### src/rtl/ex_stage.sv
// ----------------------------------------------------------------------------
// ex_stage -- execute stage of a 5-stage MIPS-style pipeline.
//
// Purpose:
//   Resolves operand forwarding, runs the single-cycle ALU and hosts a shared
//   iterative unsigned multiply/divide unit with its HI/LO registers. Results
//   and pass-through controls are registered into the EX/MEM boundary.
//
// Ports:
//   clk_i                 clock
//   start_i               asynchronous active-low reset
//   RDData0_i/RDData1_i   register-file values for RS/RT
//   SignExtended_i        immediate; bits [5:0] carry funct for R-type
//   RSaddr_i/RTaddr_i     source register numbers (forwarding compare)
//   RegDst_i              destination register number
//   ALUOp_i               00 add, 01 sub, 10 R-type by funct, 11 add
//   ALUSrc_i              1 selects the immediate as operand B
//   RegWrite_i, MemToReg_i, MemRead_i, MemWrite_i   pass-through controls
//   WB_RegWrite_i/WB_RegDst_i/WB_Data_i             MEM/WB forwarding source
//   ALUResult_o, WriteData_o, RegDst_o, RegWrite_o, MemToReg_o, MemRead_o,
//   MemWrite_o            registered EX/MEM outputs
//   stall_o               hold IF/ID and ID/EX this cycle
//   busy_o                multiply/divide unit active (also the FSM state)
//
// Stall handshake: stall_o is combinational from the instruction presented
// this cycle. When it is 1 the instruction is NOT consumed: EX/MEM loads a
// bubble at the next edge and upstream must present the same instruction
// again. When it is 0 the presented instruction is consumed at that edge.
// ----------------------------------------------------------------------------
module ex_stage (
    input  logic        clk_i,
    input  logic        start_i,
    input  logic [31:0] RDData0_i,
    input  logic [31:0] RDData1_i,
    input  logic [31:0] SignExtended_i,
    input  logic [4:0]  RSaddr_i,
    input  logic [4:0]  RTaddr_i,
    input  logic [4:0]  RegDst_i,
    input  logic [1:0]  ALUOp_i,
    input  logic        ALUSrc_i,
    input  logic        RegWrite_i,
    input  logic        MemToReg_i,
    input  logic        MemRead_i,
    input  logic        MemWrite_i,
    input  logic        WB_RegWrite_i,
    input  logic [4:0]  WB_RegDst_i,
    input  logic [31:0] WB_Data_i,
    output logic [31:0] ALUResult_o,
    output logic [31:0] WriteData_o,
    output logic [4:0]  RegDst_o,
    output logic        RegWrite_o,
    output logic        MemToReg_o,
    output logic        MemRead_o,
    output logic        MemWrite_o,
    output logic        stall_o,
    output logic        busy_o
);

    localparam logic [5:0] FN_ADD   = 6'h20;
    localparam logic [5:0] FN_SUB   = 6'h22;
    localparam logic [5:0] FN_AND   = 6'h24;
    localparam logic [5:0] FN_OR    = 6'h25;
    localparam logic [5:0] FN_SLT   = 6'h2A;
    localparam logic [5:0] FN_MULTU = 6'h19;
    localparam logic [5:0] FN_DIVU  = 6'h1B;
    localparam logic [5:0] FN_MFHI  = 6'h10;
    localparam logic [5:0] FN_MFLO  = 6'h12;

    typedef enum logic [1:0] {
        MD_IDLE = 2'd0,
        MD_MUL  = 2'd1,
        MD_DIV  = 2'd2
    } md_state_t;

    md_state_t md_state_q, md_state_d;

    // ------------------------------------------------------------------
    // Instruction decode for the hazard logic
    // ------------------------------------------------------------------
    logic [5:0] funct;
    logic       is_rtype;
    logic       is_md;
    logic       uses_hilo;
    logic       stall;
    logic       issue;

    assign funct     = SignExtended_i[5:0];
    assign is_rtype  = (ALUOp_i == 2'b10);
    assign is_md     = is_rtype && ((funct == FN_MULTU) || (funct == FN_DIVU));
    assign uses_hilo = is_md || (is_rtype && ((funct == FN_MFHI) || (funct == FN_MFLO)));

    assign busy_o  = (md_state_q != MD_IDLE);
    // busy_o is forced low by reset, so stall is also low during reset.
    assign stall   = busy_o && uses_hilo;
    assign stall_o = stall;
    assign issue   = is_md && !busy_o;

    // ------------------------------------------------------------------
    // Forwarding: the instruction now in EX/MEM is younger than the one in
    // MEM/WB, so it wins. Register 0 is never forwarded.
    // ------------------------------------------------------------------
    logic [31:0] fwd_a;
    logic [31:0] fwd_b;
    logic [31:0] op_b;

    always_comb begin
        fwd_a = RDData0_i;
        if (RegWrite_o && (RegDst_o != 5'd0) && (RegDst_o == RSaddr_i)) begin
            fwd_a = ALUResult_o;
        end else if (WB_RegWrite_i && (WB_RegDst_i != 5'd0) && (WB_RegDst_i == RSaddr_i)) begin
            fwd_a = WB_Data_i;
        end

        fwd_b = RDData1_i;
        if (RegWrite_o && (RegDst_o != 5'd0) && (RegDst_o == RTaddr_i)) begin
            fwd_b = ALUResult_o;
        end else if (WB_RegWrite_i && (WB_RegDst_i != 5'd0) && (WB_RegDst_i == RTaddr_i)) begin
            fwd_b = WB_Data_i;
        end
    end

    assign op_b = ALUSrc_i ? SignExtended_i : fwd_b;

    // ------------------------------------------------------------------
    // Single-cycle ALU
    // ------------------------------------------------------------------
    logic [31:0] hi_q, lo_q;
    logic [31:0] alu_res;

    always_comb begin
        alu_res = 32'd0;
        case (ALUOp_i)
            2'b01: alu_res = fwd_a - op_b;
            2'b10: begin
                case (funct)
                    FN_ADD:  alu_res = fwd_a + op_b;
                    FN_SUB:  alu_res = fwd_a - op_b;
                    FN_AND:  alu_res = fwd_a & op_b;
                    FN_OR:   alu_res = fwd_a | op_b;
                    FN_SLT:  alu_res = ($signed(fwd_a) < $signed(op_b)) ? 32'd1 : 32'd0;
                    FN_MFHI: alu_res = hi_q;
                    FN_MFLO: alu_res = lo_q;
                    default: alu_res = 32'd0;
                endcase
            end
            default: alu_res = fwd_a + op_b;
        endcase
    end

    // ------------------------------------------------------------------
    // Multiply/divide control FSM
    // ------------------------------------------------------------------
    logic [5:0] cnt_q;
    logic       last_iter;

    assign last_iter = (cnt_q == 6'd31);

    always_ff @(posedge clk_i or negedge start_i) begin
        if (!start_i) begin
            md_state_q <= MD_IDLE;
        end else begin
            md_state_q <= md_state_d;
        end
    end

    always_comb begin
        md_state_d = md_state_q;
        case (md_state_q)
            MD_IDLE: begin
                if (issue) begin
                    md_state_d = (funct == FN_DIVU) ? MD_DIV : MD_MUL;
                end
            end
            MD_MUL, MD_DIV: begin
                if (last_iter) begin
                    md_state_d = MD_IDLE;
                end
            end
            default: md_state_d = MD_IDLE;
        endcase
    end

    // ------------------------------------------------------------------
    // One iteration of the shared datapath.
    // multu: {work_hi, work_lo} is the product register; work_lo starts as
    //        the multiplier and is shifted out LSB first while the partial
    //        sum (33 bits, carry kept) shifts in from the top.
    // divu:  work_hi is the partial remainder, work_lo starts as the
    //        dividend and collects quotient bits. A zero divisor always
    //        "fits", which naturally yields LO=all ones and HI=dividend.
    // ------------------------------------------------------------------
    logic [31:0] a_q, b_q;
    logic [31:0] work_hi_q, work_lo_q;
    logic [32:0] mul_sum;
    logic [32:0] div_shift;
    logic        div_ge;
    logic [31:0] div_diff;
    logic [31:0] iter_hi, iter_lo;

    always_comb begin
        mul_sum   = {1'b0, work_hi_q} + (work_lo_q[0] ? {1'b0, a_q} : 33'd0);
        div_shift = {work_hi_q, work_lo_q[31]};
        div_ge    = (div_shift >= {1'b0, b_q});
        // Remainder stays below the divisor, so the difference fits 32 bits.
        div_diff  = div_shift[31:0] - b_q;
        iter_hi   = work_hi_q;
        iter_lo   = work_lo_q;
        if (md_state_q == MD_MUL) begin
            iter_hi = mul_sum[32:1];
            iter_lo = {mul_sum[0], work_lo_q[31:1]};
        end else if (md_state_q == MD_DIV) begin
            iter_hi = div_ge ? div_diff : div_shift[31:0];
            iter_lo = {work_lo_q[30:0], div_ge};
        end
    end

    always_ff @(posedge clk_i or negedge start_i) begin
        if (!start_i) begin
            cnt_q     <= 6'd0;
            a_q       <= 32'd0;
            b_q       <= 32'd0;
            work_hi_q <= 32'd0;
            work_lo_q <= 32'd0;
            hi_q      <= 32'd0;
            lo_q      <= 32'd0;
        end else if (issue) begin
            cnt_q     <= 6'd0;
            a_q       <= fwd_a;
            b_q       <= op_b;
            work_hi_q <= 32'd0;
            work_lo_q <= (funct == FN_DIVU) ? fwd_a : op_b;
        end else if (busy_o) begin
            cnt_q     <= cnt_q + 6'd1;
            work_hi_q <= iter_hi;
            work_lo_q <= iter_lo;
            // HI/LO become visible only when the final iteration completes.
            if (last_iter) begin
                hi_q <= iter_hi;
                lo_q <= iter_lo;
            end
        end
    end

    // ------------------------------------------------------------------
    // EX/MEM register. A stalled instruction or a mult/div issue leaves a
    // bubble: mult/div never writes a GPR from this path.
    // ------------------------------------------------------------------
    always_ff @(posedge clk_i or negedge start_i) begin
        if (!start_i) begin
            ALUResult_o <= 32'd0;
            WriteData_o <= 32'd0;
            RegDst_o    <= 5'd0;
            RegWrite_o  <= 1'b0;
            MemToReg_o  <= 1'b0;
            MemRead_o   <= 1'b0;
            MemWrite_o  <= 1'b0;
        end else if (stall || issue) begin
            ALUResult_o <= 32'd0;
            WriteData_o <= 32'd0;
            RegDst_o    <= 5'd0;
            RegWrite_o  <= 1'b0;
            MemToReg_o  <= 1'b0;
            MemRead_o   <= 1'b0;
            MemWrite_o  <= 1'b0;
        end else begin
            ALUResult_o <= alu_res;
            WriteData_o <= fwd_b;
            RegDst_o    <= RegDst_i;
            RegWrite_o  <= RegWrite_i;
            MemToReg_o  <= MemToReg_i;
            MemRead_o   <= MemRead_i;
            MemWrite_o  <= MemWrite_i;
        end
    end

endmodule

### config.mk
export PLATFORM = sky130hd
export DESIGN_NAME = ex_stage
export DESIGN_NICKNAME = d
export VERILOG_FILES = /design/src/rtl/ex_stage.sv
export SDC_FILE = /design/constraint.sdc
export NUM_CORES = 1
export LEC_CHECK = 0
export ABC_CLOCK_PERIOD_IN_PS = 9100
export BUFFER_PORTS_ARGS = -buffer_cell sky130_fd_sc_hd__buf_2
export CORE_MARGIN = 4
export CORE_UTILIZATION = 37
export CTS_CLUSTER_DIAMETER = 120
export DETAILED_ROUTE_END_ITERATION = 7
export PLACE_DENSITY = 0.64
export SLEW_MARGIN = 20
export SYNTH_ARGS = -nofsm -noshare
export SYNTH_HDL_FRONTEND = slang
export SYNTH_SLANG_ARGS = --single-unit
### constraint.sdc
create_clock -name clk_i -period 9.1 [get_ports clk_i]
set_input_delay 0.455 -clock clk_i [delete_from_list [all_inputs] [get_ports clk_i]]
set_output_delay 0.455 -clock clk_i [all_outputs]
set_load 0.02 [all_outputs]
==> flow_summary.json, run 1 <==
{
  "ys_ff_latch": 273,
  "cts_root_buf": "clkbuf_16",
  "start_kind": "register",
  "grt_pass1_vias": 20800,
  "place_area_um2": 24300,
  "numCtsBuffers": 31,
  "drc": 0,
  "diodes": 0,
  "synth_area_um2": 22400,
  "synthCells": 2827,
  "drive_gt1_frac": 0.126,
  "vdd_drop_max_mv": 0.156,
  "drtAntennaViolNets": 0,
  "min_path_type": "input pin to register",
  "grt_max_degree": 90,
  "crit_type": "register to register",
  "ys_seq_area_frac": 0.305,
  "synth.most_common_cell": "nand2_1",
  "cts_tree": "built",
  "grt_pass1_wl_mm": 125,
  "ys.flop_type": "dfrtp_1",
  "die_y_um": 254,
  "rsz0062_at_grt": "no",
  "initial_core_util": 0.377,
  "wl_per_cell_um": 22.2,
  "synth_top_area_share": 0.305,
  "synth_edf_count": 0,
  "gp_congestion": 0.970,
  "crit_arrival_ns": 6.73,
  "dr_wl_met3_mm": 4.84,
  "cap_violations": 0,
  "design_area_um2": 25300,
  "highest_layer": "met4",
  "port_buffers": 232,
  "crit_required_ns": 9.58,
  "fmax_ghz": 0.160,
  "hold_violations": 0,
  "total_power_mw": 6.14,
  "async_flop_share": 1.00,
  "antenna_found_initial": 1,
  "overflow": 0,
  "clk_path_buf_depth": 3,
  "min_period_ns": 6.25,
  "rows": 89,
  "vias": 21700,
  "relSlewSlack": 0.311,
  "cts.sinks": 273,
  "finalNetCount": 3278,
  "die_w_um": 254,
  "synthTopCellsByArea": "dfrtp_1 30%, ha_1 9.3%, a21oi_1 6.6%, mux2i_1 6.1%, nand2_1 5.4%",
  "worst-path-max-fanout": 44,
  "power.density_nw_per_um2": 243,
  "synth_fp_nets": 3155,
  "ys_warn_count": 0,
  "finalSetupViolCount": 0,
  "h-tree-depth": 1,
  "fp.coreArea_um2": 59500,
  "die_area_um2": 64600,
  "clock_latency_ns": 0.59,
  "final.period_utilization": 0.687,
  "firstDrtPassIters": 5,
  "syn_avg_cell_area_um2": 7.94,
  "via_per_inst": 5.79,
  "totalWireLength_mm": 83.1,
  "dpl.hpwl_mm": 63.5,
  "grtUsageTotal": 0.246,
  "drv_slew": 0,
  "synth_common_cells": "321 x nand2_1, 296 x a21oi_1, 273 x dfrtp_1, 253 x nor2_1, 198 x o21ai_0",
  "ys_types": 86,
  "cp-end-kind": "register",
  "io_pins": 233,
  "fin_skew_ns": 0.0252,
  "clkTransAtPathRegs_ns": 0.06,
  "drt_iter0_drc": 1902,
  "post_cts_resized": 0,
  "synthToLayoutAreaGrowth_pct": 12.7,
  "met2WireLength_mm": 38.3,
  "status": "finished clean",
  "worst_slew_pin_slew_ns": 1.02,
  "p_leak_nw": 11.1,
  "synth_area_leader_cell": "dfrtp_1",
  "drt-met1-wl_mm": 36.3,
  "fin_setup_tns_ns": 0
}
## metrics by stage
stage	util	setup slack, ns	hold WS (ns)	instances
detailed placement	0.408	3.12	0.463	3689
CTS	0.425	3.06	0.0450	3746
finish	0.425	2.85	0.0705	3746
floorplan	-	4.11	0.159	2827
global placement	0.408	3.25	0.455	3689
global route	0.425	2.49	0.0615	3746
## flip-flops by register name, summed over array words and instances, names as in the netlist
register / count
ALUResult_o: 32
MemRead_o: 1
MemToReg_o: 1
MemWrite_o: 1
RegDst_o: 5
RegWrite_o: 1
WriteData_o: 32
a_q: 32
b_q: 32
cnt_q: 6
hi_q: 32
lo_q: 32
md_state_q: 2
work_hi_q: 32
work_lo_q: 32
## power breakdown
part,total [mW],switching [mW],internal [mW]
Combinational,3.06,1.87,1.19
Sequential,1.79,0.319,1.47
Clock,1.28,0.542,0.735
## cell families (layout without fill, tap and decap cells)
kind of cell / after synthesis / after routing / share of synthesized area
XOR/XNOR: 96 / 96 / 0.0375
AO/OA/AOI/OAI: 959 / 959 / 0.269
flip-flops: 273 / 273 / 0.305
buffers and inverters: 339 / 485 / 0.0576
adder cells (fa/ha/maj): 170 / 170 / 0.0962
AND/OR/NAND/NOR: 845 / 845 / 0.170
multiplexers: 145 / 145 / 0.0651
## worst paths after layout
check / startpoint / end / slack (ns) / depth (start not counted)
setup / recovery: RegDst_o[1] / ALUResult_o[30] / 2.85 / 17
hold / removal: MemToReg_i / MemToReg_o / 0.07 / 2
setup reg to reg: RegDst_o[1] / ALUResult_o[30] / 2.85 / 17
hold reg to reg: lo_q[0] / lo_q[0] / 0.47 / 2
max in group asynchronous: start_i / lo_q[6] / 6.51 / 4
min in group asynchronous: start_i / MemToReg_o / 0.44 / 2
## critical path, stage by stage (launching register included)
cell and delay (ns):
dfrtp_1 0.42, or4_1 0.54, o21ai_1 0.27, nor4_1 0.12, nand3_2 0.31, buf_4 0.47
a21oi_1 0.15, mux2i_1 0.46, ha_1 0.43, nor4_1 0.56, nor2b_1 0.20, o21ai_0 0.14
a211oi_1 0.80, o21ai_0 0.26, a21oi_1 0.33, o41ai_1 0.14, a221o_1 0.30, a22o_1 0.20
## layout by cell type, fill, tap and decap left out, drive strengths merged, types with 8 or more instances in the layout
cell,synthesis,routed
a221oi,20,20
o21ai,246,246
o21bai,22,22
o22ai,30,30
ha,166,166
o31a,8,8
a21o,35,35
nand2b,24,24
nor4,16,16
xnor2,63,63
o31ai,13,13
a22oi,8,8
clkbuf,163,41
xor2,33,33
a22o,12,12
nor2,253,253
o221ai,16,16
nand2,321,321
nand4,14,14
o21a,52,52
a31oi,18,18
dfrtp,273,273
and2,81,81
a21oi,296,296
mux2,8,8
o211ai,29,29
or3,8,8
nor2b,19,19
nand3,42,42
mux2i,137,137
nor3,35,35
buf,17,269
a221o,13,13
a311oi,16,16
inv,158,160
a211oi,71,71
## timing repair
action / CTS / global route
hold buffers: 1 / 0
endpoints found under the hold margin: 83 / 0
setup buffers: 0 / 0
## area by class of cell
cell class,count,area (um2)
fillers,6141,34200
multi-input cells,2215,14400
flip-flops and latches,273,6830
repair buffers,270,1460
well taps,773,967
clock buffers,41,843
inverters,159,597
clock inverters,15,168
## routing by layer
metal / vias to the layer above / track usage
met5: - / 0
met4: 0 / 0.0972
met3: 166 / 0.0336
met2: 772 / 0.394
met1: 10400 / 0.339
li1: 10300 / -
Note: power is estimated with default switching activity, not from simulation.
==> inputs of run 2 (changes only) <==
--- a/config.mk
+++ b/config.mk
@@ -5,7 +5,7 @@
 export SDC_FILE = /design/constraint.sdc
 export NUM_CORES = 1
 export LEC_CHECK = 0
-export ABC_CLOCK_PERIOD_IN_PS = 9100
+export ABC_CLOCK_PERIOD_IN_PS = 6000
 export BUFFER_PORTS_ARGS = -buffer_cell sky130_fd_sc_hd__buf_2
 export CORE_MARGIN = 4
 export CORE_UTILIZATION = 37
==> constraint.sdc (replaced) <==
create_clock -name clk_i -period 6 [get_ports clk_i]
set_input_delay 0.3 -clock clk_i [delete_from_list [all_inputs] [get_ports clk_i]]
set_output_delay 0.3 -clock clk_i [all_outputs]
set_load 0.02 [all_outputs]
==> run 2 against run 1 <==
Compared with the run above: cell area increased by 1.2%; clock skew decreased by 0.0079 ns; clock power is 59% higher; sequential power grew 51%; register-to-register slack worse by 2.4 ns; hold slack gained 0.10 ns; critical endpoint unchanged; sequential cell count stayed put; critical path depth grew 4; maximum frequency increased by 12%; critical path type unchanged; core utilization grew 0.49 points; global-route usage down 0.32 points; die area did not move.
==> flow_summary.json, run 2 (synthesis gave the netlist of run 1 again) <==
{
  "cap_violations": 0,
  "antenna_found_initial": 0,
  "firstDrtPassIters": 5,
  "dpl.hpwl_mm": 63.2,
  "port_buffers": 232,
  "worst-path-max-fanout": 64,
  "worst_slack_ns": 0.436,
  "totalWireLength_mm": 82.3,
  "design_area_um2": 25600,
  "drc": 0,
  "crit_type": "register to register",
  "diodes": 0,
  "status": "finished clean",
  "clkTransAtPathRegs_ns": 0.07,
  "p_leak_nw": 11.3,
  "min_path_type": "input pin to register",
  "cts_root_buf": "clkbuf_16",
  "wl_per_cell_um": 21.8,
  "fp.coreArea_um2": 59500,
  "clkPwrFrac": 0.215,
  "min_period_ns": 5.56,
  "multiInputGateArea_um2": 14400,
  "grtUsageTotal": 0.243,
  "crit_arrival_ns": 6.04,
  "critPathCapture": "ALUResult_o[30]",
  "power.switching_mw": 4.19,
  "hold_depth": 4,
  "fin_skew_ns": 0.0172,
  "cts.sinks": 273,
  "fmax_ghz": 0.180,
  "cp_slowest_stage_delay_ns": 0.53,
  "drtAntennaViolNets": 0,
  "finalNetCount": 3302,
  "clk_path_buf_depth": 3,
  "io_pins": 233,
  "die_y_um": 254,
  "crit_start": "RegDst_o[1]",
  "final_common_cell": "nand2_1",
  "start_kind": "register",
  "fin_setup_tns_ns": 0,
  "postCtsSetupBuffers": 0,
  "crit_required_ns": 6.47,
  "layout_common_cells": "320 x nand2_1, 296 x a21oi_1, 273 x dfrtp_1, 250 x nor2_1, 231 x buf_2",
  "num-fill-cells": 6030,
  "overflow": 0,
  "rsz0062_at_grt": "no",
  "r2r_end": "ALUResult_o[30]",
  "path_cells": "or4_1 > o21ai_1 > nor4_1 > nand3_2 > buf_12 > a21oi_1 > mux2i_1 > inv_1 > ha_1 > inv_1 > fa_1 > nor2b_4 > o21a_4 > o21bai_4 > a31o_4 > o21ai_2 > a311o_1 > a41o_1 > a221o_1 > a221o_1 > a22o_1",
  "swShare": 0.444,
  "clock_latency_ns": 0.59,
  "worst_slew_pin_slew_ns": 1.07,
  "post_cts_resized": 0,
  "h-tree-depth": 1,
  "grt_pass1_vias": 20300,
  "synthToLayoutAreaGrowth_pct": 14.1,
  "drive_gt1_frac": 0.132,
  "hold_violations": 0,
  "relSlewSlack": 0.286,
  "cp-end-kind": "register",
  "drv_slew": 0,
  "r2r-start": "RegDst_o[1]",
  "rows": 89,
  "drt_iter0_drc": 2068,
  "die_area_um2": 64600,
  "internal_power_mw": 5.24,
  "numCtsBuffers": 31,
  "cts_tree": "built",
  "pwr-share-seq": 0.288,
  "place_area_um2": 24400,
  "vias": 21600,
  "initial_core_util": 0.377,
  "grt_pass1_wl_mm": 124,
  "power.density_nw_per_um2": 368,
  "worstRegToRegCells": 21,
  "gp_congestion": 0.995,
  "via_per_inst": 5.73,
  "post-place-ws_ns": 0.441,
  "grt_max_degree": 146,
  "layout.area.seq_um2": 6830,
  "vdd_drop_max_mv": 0.271,
  "final.period_utilization": 0.927,
  "cp_slowest_cell": "or4_1",
  "finalSetupViolCount": 0,
  "combPwrFrac": 0.497,
  "rrSetupSlack_ns": 0.44,
  "hold_buffers": 10,
  "die_w_um": 254
}
## run 2: cell type report
class,count,area share
multi-input combinational,2215,0.564
sequential,273,0.267
timing repair buffer,294,0.0659
tap,773,0.0378
clock buffer,36,0.0326
inverter,159,0.0233
clock inverter,21,0.00934
## run 2: power by group through the flow
| stage | Combinational (mW) | Sequential (mW) | Clock (mW) |
|---|---|---|---|
| 2_1_floorplan | 3.33 | 2.64 | 0 |
| 3_3_place_gp | 4.55 | 2.73 | 0 |
| 3_5_place_dp | 4.58 | 2.73 | 0 |
| 4_1_cts | 4.61 | 2.70 | 2.05 |
| 5_1_grt | 5.17 | 2.76 | 2.12 |
| 6_report | 4.69 | 2.71 | 2.03 |
## run 2: how the worst min path moves through the flow
stage | start | endpoint
finish | RDData1_i[14] | WriteData_o[14]
global route | RDData1_i[16] | WriteData_o[16]
CTS | RDData1_i[16] | WriteData_o[16]
detailed placement | start_i | WriteData_o[30]
global placement | start_i | WriteData_o[30]
floorplan | start_i | ALUResult_o[0]
## run 2: metal layers
metal	GRT usage	routed length, um	vias to the layer above
met5	0	0	-
met4	0.0680	2570	0
li1	-	-	10400
met1	0.344	36500	10400
met3	0.0282	4910	122
met2	0.395	38300	749
## run 2: stage by stage
step	instances	power (mW)	util	hold WS [ns]
5_1_grt	3771	10.1	0.430	0.180
2_1_floorplan	2827	5.97	-	0.00441
6_report	3771	9.43	0.430	0.174
3_3_place_gp	3704	7.27	0.411	0.293
4_1_cts	3771	9.37	0.430	0.144
3_5_place_dp	3704	7.31	0.411	0.289
## run 2: worst max-delay path: cells and delay by family, from the launching register on
| kind | cells | cell delay [ns] |
|---|---|---|
| fa+ha+maj | 2 | 0.56 |
| compound gates | 11 | 2.77 |
| flops | 1 | 0.44 |
| simple gates | 4 | 0.84 |
| buf+inv | 3 | 0.47 |
| mux | 1 | 0.34 |
